$ cat src/rtl/painel_scroll_controller.sv
// 5x7 LED panel sequencer: loads a column message, scans rows with a
// programmable dwell and scrolls a 7-column window across message + blank gap.
module painel_scroll_controller #(
  parameter int MSG_DEPTH       = 32,
  parameter int SCAN_DIV        = 1000,
  parameter int FRAMES_PER_STEP = 20
) (
  input  logic       CLK,
  input  logic       RST_N,
  input  logic       start,
  input  logic       stop,
  input  logic       pause,
  input  logic       wr_valid,
  input  logic [4:0] wr_data,
  input  logic       wr_last,
  output logic       wr_ready,
  output logic [4:0] ROW,
  output logic [6:0] COL,
  output logic       frame_done,
  output logic       step,
  output logic       busy
);
  localparam int LW = $clog2(MSG_DEPTH + 8);
  localparam int AW = $clog2(MSG_DEPTH);
  localparam int PW = $clog2(SCAN_DIV);
  localparam int FW = (FRAMES_PER_STEP > 1) ? $clog2(FRAMES_PER_STEP) : 1;

  typedef enum logic [1:0] {S_IDLE, S_LOAD, S_RUN} state_t;

  state_t          state_q, state_d;
  logic [LW-1:0]   len_q, len_d, off_q, off_d, n_q, n_d;
  logic [PW-1:0]   presc_q, presc_d;
  logic [2:0]      row_q, row_d;
  logic [FW-1:0]   frm_q, frm_d;
  logic            frame_d, step_d, xfer;
  logic [6:0]      col_d;
  logic [4:0]      msg_buf [MSG_DEPTH];

  assign wr_ready = (state_q == S_LOAD) && (len_q < LW'(MSG_DEPTH));
  assign n_q      = len_q + LW'(7);
  assign n_d      = len_d + LW'(7);

  always_ff @(posedge CLK)
    if (xfer) msg_buf[len_q[AW-1:0]] <= wr_data;

  always_comb begin
    state_d = state_q;
    len_d   = len_q;
    off_d   = off_q;
    presc_d = presc_q;
    row_d   = row_q;
    frm_d   = frm_q;
    frame_d = 1'b0;
    step_d  = 1'b0;
    xfer    = 1'b0;
    case (state_q)
      S_IDLE: if (start) begin
        state_d = S_LOAD;
        len_d   = '0;
      end
      S_LOAD: if (wr_valid && wr_ready) begin
        xfer  = 1'b1;
        len_d = len_q + 1'b1;
        if (wr_last || len_d == LW'(MSG_DEPTH)) begin
          state_d = S_RUN;
          off_d   = '0;
          presc_d = '0;
          row_d   = '0;
          frm_d   = '0;
        end
      end
      S_RUN: begin
        if (presc_q == PW'(SCAN_DIV - 1)) begin
          presc_d = '0;
          if (row_q == 3'd4) begin
            row_d   = '0;
            frame_d = 1'b1;
            if (frm_q == FW'(FRAMES_PER_STEP - 1)) begin
              frm_d = '0;
              if (!pause) begin
                step_d = 1'b1;
                off_d  = (off_q == n_q - 1'b1) ? '0 : off_q + 1'b1;
              end
            end else begin
              frm_d = frm_q + 1'b1;
            end
          end else begin
            row_d = row_q + 1'b1;
          end
        end else begin
          presc_d = presc_q + 1'b1;
        end
      end
      default: state_d = S_IDLE;
    endcase
    if (stop) begin
      state_d = S_IDLE;
      xfer    = 1'b0;
      frame_d = 1'b0;
      step_d  = 1'b0;
      len_d   = len_q;
    end
  end

  // Window is built from next-cycle offset/row so ROW and COL change together;
  // the column being written this cycle is bypassed for the first RUN cycle.
  always_comb begin
    logic [LW:0] idx;
    logic [4:0]  pat;
    col_d = '0;
    idx   = '0;
    pat   = '0;
    for (int k = 0; k < 7; k++) begin
      idx = {1'b0, off_d} + (LW+1)'(k);
      if (idx >= {1'b0, n_d}) idx = idx - {1'b0, n_d};
      pat = (xfer && idx[LW-1:0] == len_q) ? wr_data : msg_buf[idx[AW-1:0]];
      if (idx < {1'b0, len_d}) col_d[k] = pat[row_d];
    end
  end

  always_ff @(posedge CLK or negedge RST_N) begin
    if (!RST_N) begin
      state_q    <= S_IDLE;
      len_q      <= '0;
      off_q      <= '0;
      presc_q    <= '0;
      row_q      <= '0;
      frm_q      <= '0;
      ROW        <= '0;
      COL        <= '0;
      frame_done <= 1'b0;
      step       <= 1'b0;
      busy       <= 1'b0;
    end else begin
      state_q    <= state_d;
      len_q      <= len_d;
      off_q      <= off_d;
      presc_q    <= presc_d;
      row_q      <= row_d;
      frm_q      <= frm_d;
      frame_done <= frame_d;
      step       <= step_d;
      busy       <= (state_d != S_IDLE);
      ROW        <= (state_d == S_RUN) ? (5'b00001 << row_d) : 5'b0;
      COL        <= (state_d == S_RUN) ? col_d : 7'b0;
    end
  end
endmodule

$ cat config.mk
export PLATFORM = sky130hd
export DESIGN_NAME = painel_scroll_controller
export DESIGN_NICKNAME = d
export VERILOG_FILES = /design/src/rtl/painel_scroll_controller.sv
export SDC_FILE = /design/constraint.sdc
export NUM_CORES = 1
export LEC_CHECK = 0
export CAP_MARGIN = 10
export CORE_UTILIZATION = 35
export CTS_BUF_LIST = sky130_fd_sc_hd__clkbuf_2 sky130_fd_sc_hd__clkbuf_4 sky130_fd_sc_hd__clkbuf_8
export DETAILED_ROUTE_END_ITERATION = 8
export PLACE_DENSITY = 0.47
export SLEW_MARGIN = 20
export SYNTH_ARGS = -nofsm -noshare
export SYNTH_HDL_FRONTEND = slang
export SYNTH_SLANG_ARGS = --single-unit
$ cat constraint.sdc
create_clock -name CLK -period 9.56 [get_ports CLK]
set_clock_uncertainty 0.15 [all_clocks]
set_input_delay 2.39 -clock CLK [delete_from_list [all_inputs] [get_ports CLK]]
set_output_delay 2.39 -clock CLK [all_outputs]
set_load 0.1 [all_outputs]
==> summary.txt <==
Global routing
  – First-pass GRT wire length: 204000 µm
  – Global-route usage over all layers: 43.4%
  – Antenna violations before repair: 8
  – Largest net degree at the start of global routing: 71
  – GRT overflow: 0
  – Via count of the first global-routing pass: 25300

Worst setup path
  – Kind of capture point of the worst setup path: flop
  – Crit Path Class: in2reg
  – Required time of the critical path: between 9000 and 10000 ps
  – Startpoint type of the worst setup path: input pin
  – Largest driver fanout on the critical path: 8
  – Critical path data arrival time: between 9000 and 10000 ps

Power and ir drop
  – Internal power consumption: between 4 and 5 mW
  – Logic pwr share: 79.3%
  – Pwr Density: 383 nW/µm²
  – Static power due to leakage: 10.5 nW
  – Net load switching power: 5.96 mW
  – Clock share of power: 10.8%
  – Sequential fraction of design power: roughly 9.8%
  – Switching power share of the total: 58.3%
  – Maximum resistive drop on vdd: 0.271 mV

Placement
  – Weighted congestion at the end of routability-driven global placement: 1.04
  – Setup Slack @ Placement: -181 ps
  – Port Buffer Count: 27
  – Post-detail-place hpwl: 108000 µm
  – Placed cell count: 3915

Floorplanning
  – Total die area: 67100 µm²
  – Floorplan die height: approximately 260 µm
  – Site row count: 93
  – Starting Density: between 30% and 40%
  – Std-Cell Core Area: 64800 µm²
  – I/O pin count: 28
  – Die X: 259 µm

Synth
  – Net count after synthesis: 3132
  – Share of the yosys chip area belonging to registers: 25.9%
  – Flop and latch count out of synthesis: 207
  – Cells after synthesis: 3020
  – Netlist Area Pre-Place: 23100 µm²
  – Number of flops mapped to enable cells by yosys: between 150 and 200
  – Number of distinct library cells after synthesis: 105
  – Warning count from the yosys run: 0
  – Most used DFF post-synth: sky130_fd_sc_hd__edfxtp_1
  – Share of async-settable or async-resettable flops after synthesis: 22.7%
  – Mapped Avg Cell Area: 7.66 µm²

Drt
  – First-pass iteration count of the detailed router: 8
  – Remaining antenna violation count: 0
  – Wire per inst: 37.1 µm
  – DRC violations left: 0
  – Total Routed Length: approximately 150000 µm
  – Starting DRT DRC Count: 4128
  – Number of vias per cell after detailed routing: between 6 and 7
  – DR vias: approximately 27000

Job
  – Max-cap violation count: 0

Clocking
  – Clock slew seen by the registers of the worst setup and hold paths: roughly 60 ps
  – Maximum level of the CTS H-tree: 2
  – Number of buffers added for setup after CTS: 0
  – Cts bufs inserted: 44
  – Post-cts sizing count: 0
  – Clock tree from TritonCTS: done
  – Root cell of the clock tree: sky130_fd_sc_hd__clkbuf_8
  – CTS Hold Bufs: 0
  – Maximum buffer depth of the clock tree: 3
  – Source-to-sink clock delay at the later pin of the worst-skew pair: 680 ps
  – Clock sink count: approximately 210

Timing
  – Slew of the pin with the lowest slew margin: roughly 1200 ps
  – Unrepaired setup endpoints after global routing: no
  – Part of the cycle the worst path needs: 95.9%
  – F_max: 109 MHz
  – Final Hold Fails: 0
  – Minimum period implied by the final worst setup slack: 9170 ps
  – Min setup slack post-route: 393 ps
  – Max-slew headroom: 19.6%
  – Slew Limit Fails: 0
  – Hold slack: 351 ps
  – # setup viols final: 0

Layout
  – Most frequent cells in the layout: sky130_fd_sc_hd__nand2_1, sky130_fd_sc_hd__a21oi_1, sky130_fd_sc_hd__buf_4
  – Layout cell share with drive strength beyond 1: 13.1%
  – Most common cell after layout, fill and taps aside: sky130_fd_sc_hd__nand2_1
  – Final Non-Filler Cells: 4002
  – Finished Core Util: 41.2%
  – Total number of nets in the final design: 3218
  – Signed area change from the synthesized netlist to the final layout: 15.4%

Min path
  – Worst hold path class: reg2reg

Status
  – Outcome: complete, no violations
## state kept, by name (all words and copies together), names as in the netlist
register,count
msg_buf,160
step,1
off_q,6
busy,1
state_q,2
ROW,5
len_q,6
presc_q,10
COL,7
row_q,3
frame_done,1
frm_q,5
## cells in the mapped netlist (all sizes together) (12+ instances only)
cell type | count | area share (%)
xor2 | 19 | 0.72
nand2 | 718 | 12
mux2 | 15 | 0.73
a32o | 12 | 0.52
a21o | 14 | 0.45
o211ai | 41 | 1.3
mux2i | 145 | 6.5
nor2 | 124 | 2.1
o21ai | 101 | 2.3
edfxtp | 160 | 21
a311oi | 39 | 1.5
and3 | 46 | 1.2
buf | 115 | 2.6
ha | 96 | 5.2
nand2b | 24 | 0.65
xnor2 | 67 | 2.6
nor3 | 44 | 0.95
a22oi | 29 | 1.0
a32oi | 31 | 1.2
a31oi | 53 | 1.6
a22o | 16 | 0.61
nand4 | 37 | 1.0
o22ai | 18 | 0.49
nor2b | 30 | 0.81
nand3 | 162 | 3.5
nor4 | 17 | 0.49
or3 | 20 | 0.54
a211oi | 66 | 2.1
o21a | 24 | 0.78
inv | 75 | 1.2
clkbuf | 108 | 1.8
a21oi | 254 | 5.6
dfrtp | 47 | 5.1
a221oi | 61 | 2.3
## worst max-delay path, cell delays in order
cell                              delay [ps]
sky130_fd_sc_hd__clkdlybuf4s50_1         500
sky130_fd_sc_hd__nand2_1                 130
sky130_fd_sc_hd__or3_1                   490
sky130_fd_sc_hd__o21ai_0                 390
sky130_fd_sc_hd__inv_1                   260
sky130_fd_sc_hd__ha_1                    420
sky130_fd_sc_hd__ha_1                    410
sky130_fd_sc_hd__o21bai_1                350
sky130_fd_sc_hd__a21oi_1                 170
sky130_fd_sc_hd__o21ba_2                 260
sky130_fd_sc_hd__o211a_1                 220
sky130_fd_sc_hd__o221ai_2                640
sky130_fd_sc_hd__and2_2                  470
sky130_fd_sc_hd__buf_12                  200
sky130_fd_sc_hd__mux2_2                  340
sky130_fd_sc_hd__nor2_1                   80
sky130_fd_sc_hd__a311oi_1                 50
sky130_fd_sc_hd__o21ai_0                 280
sky130_fd_sc_hd__a21oi_1                 150
sky130_fd_sc_hd__o31ai_1                 680
sky130_fd_sc_hd__buf_4                   280
sky130_fd_sc_hd__nand3b_1                 90
sky130_fd_sc_hd__a32o_1                  240
## layout make-up
class                   instances  area [µm²]
diodes                          8        20.0
clock buffers                  54         706
clock inverters                25         251
fillers                      6571       38100
inverters                      80         307
multi-input cells            2510       16000
flip-flops and latches        207        5980
well taps                     855        1070
repair buffers                263        2300
## path summary, 6_finish.rpt
path / startpoint / to / slack (ps) / depth (start not counted)
worst min register to register: presc_q[8] / presc_q[8] / 350 / 1
worst max-delay path: wr_valid / COL[0] / 390 / 23
worst min-delay path: presc_q[8] / presc_q[8] / 350 / 1
min in group asynchronous: RST_N / COL[2] / 1710 / 2
max in group asynchronous: RST_N / row_q[1] / 6930 / 2
worst max register to register: len_q[1] / COL[6] / 1120 / 27
## stage by stage
stage	setup TNS (ps)	instance area (µm²)	power [mW]
3_3_place_gp	-349	25700	8.69
6_report	0	26700	10.2
3_5_place_dp	-293	25700	8.69
4_1_cts	0	26700	9.83
2_1_floorplan	0	23100	5.49
5_1_grt	0	26700	10.5
## per-layer routing
layer	global-route usage (%)	wire length, µm
met3	12.2	17600
met4	34.3	13600
met1	52.6	54900
met5	0	25
met2	64.6	62400
## cells by family after synthesis
family | Yosys count | share of synthesized area (%)
AND/OR/NAND/NOR | 1264 | 24.4
AO/OA/AOI/OAI | 891 | 27.0
buffers and inverters | 303 | 5.72
flip-flops | 207 | 25.9
multiplexers | 169 | 8.14
adder cells (fa/ha/maj) | 100 | 5.54
XOR/XNOR | 86 | 3.29
## power groups by stage
stage	clock network, mW	registers (mW)	logic (mW)
finish	1.11	1.00	8.11
global route	1.16	1.01	8.35
CTS	1.12	1.00	7.70
detailed placement	0	1.02	7.67
global placement	0	1.02	7.67
floorplan	0	1.04	4.46
(Power assumes the default switching activity.)
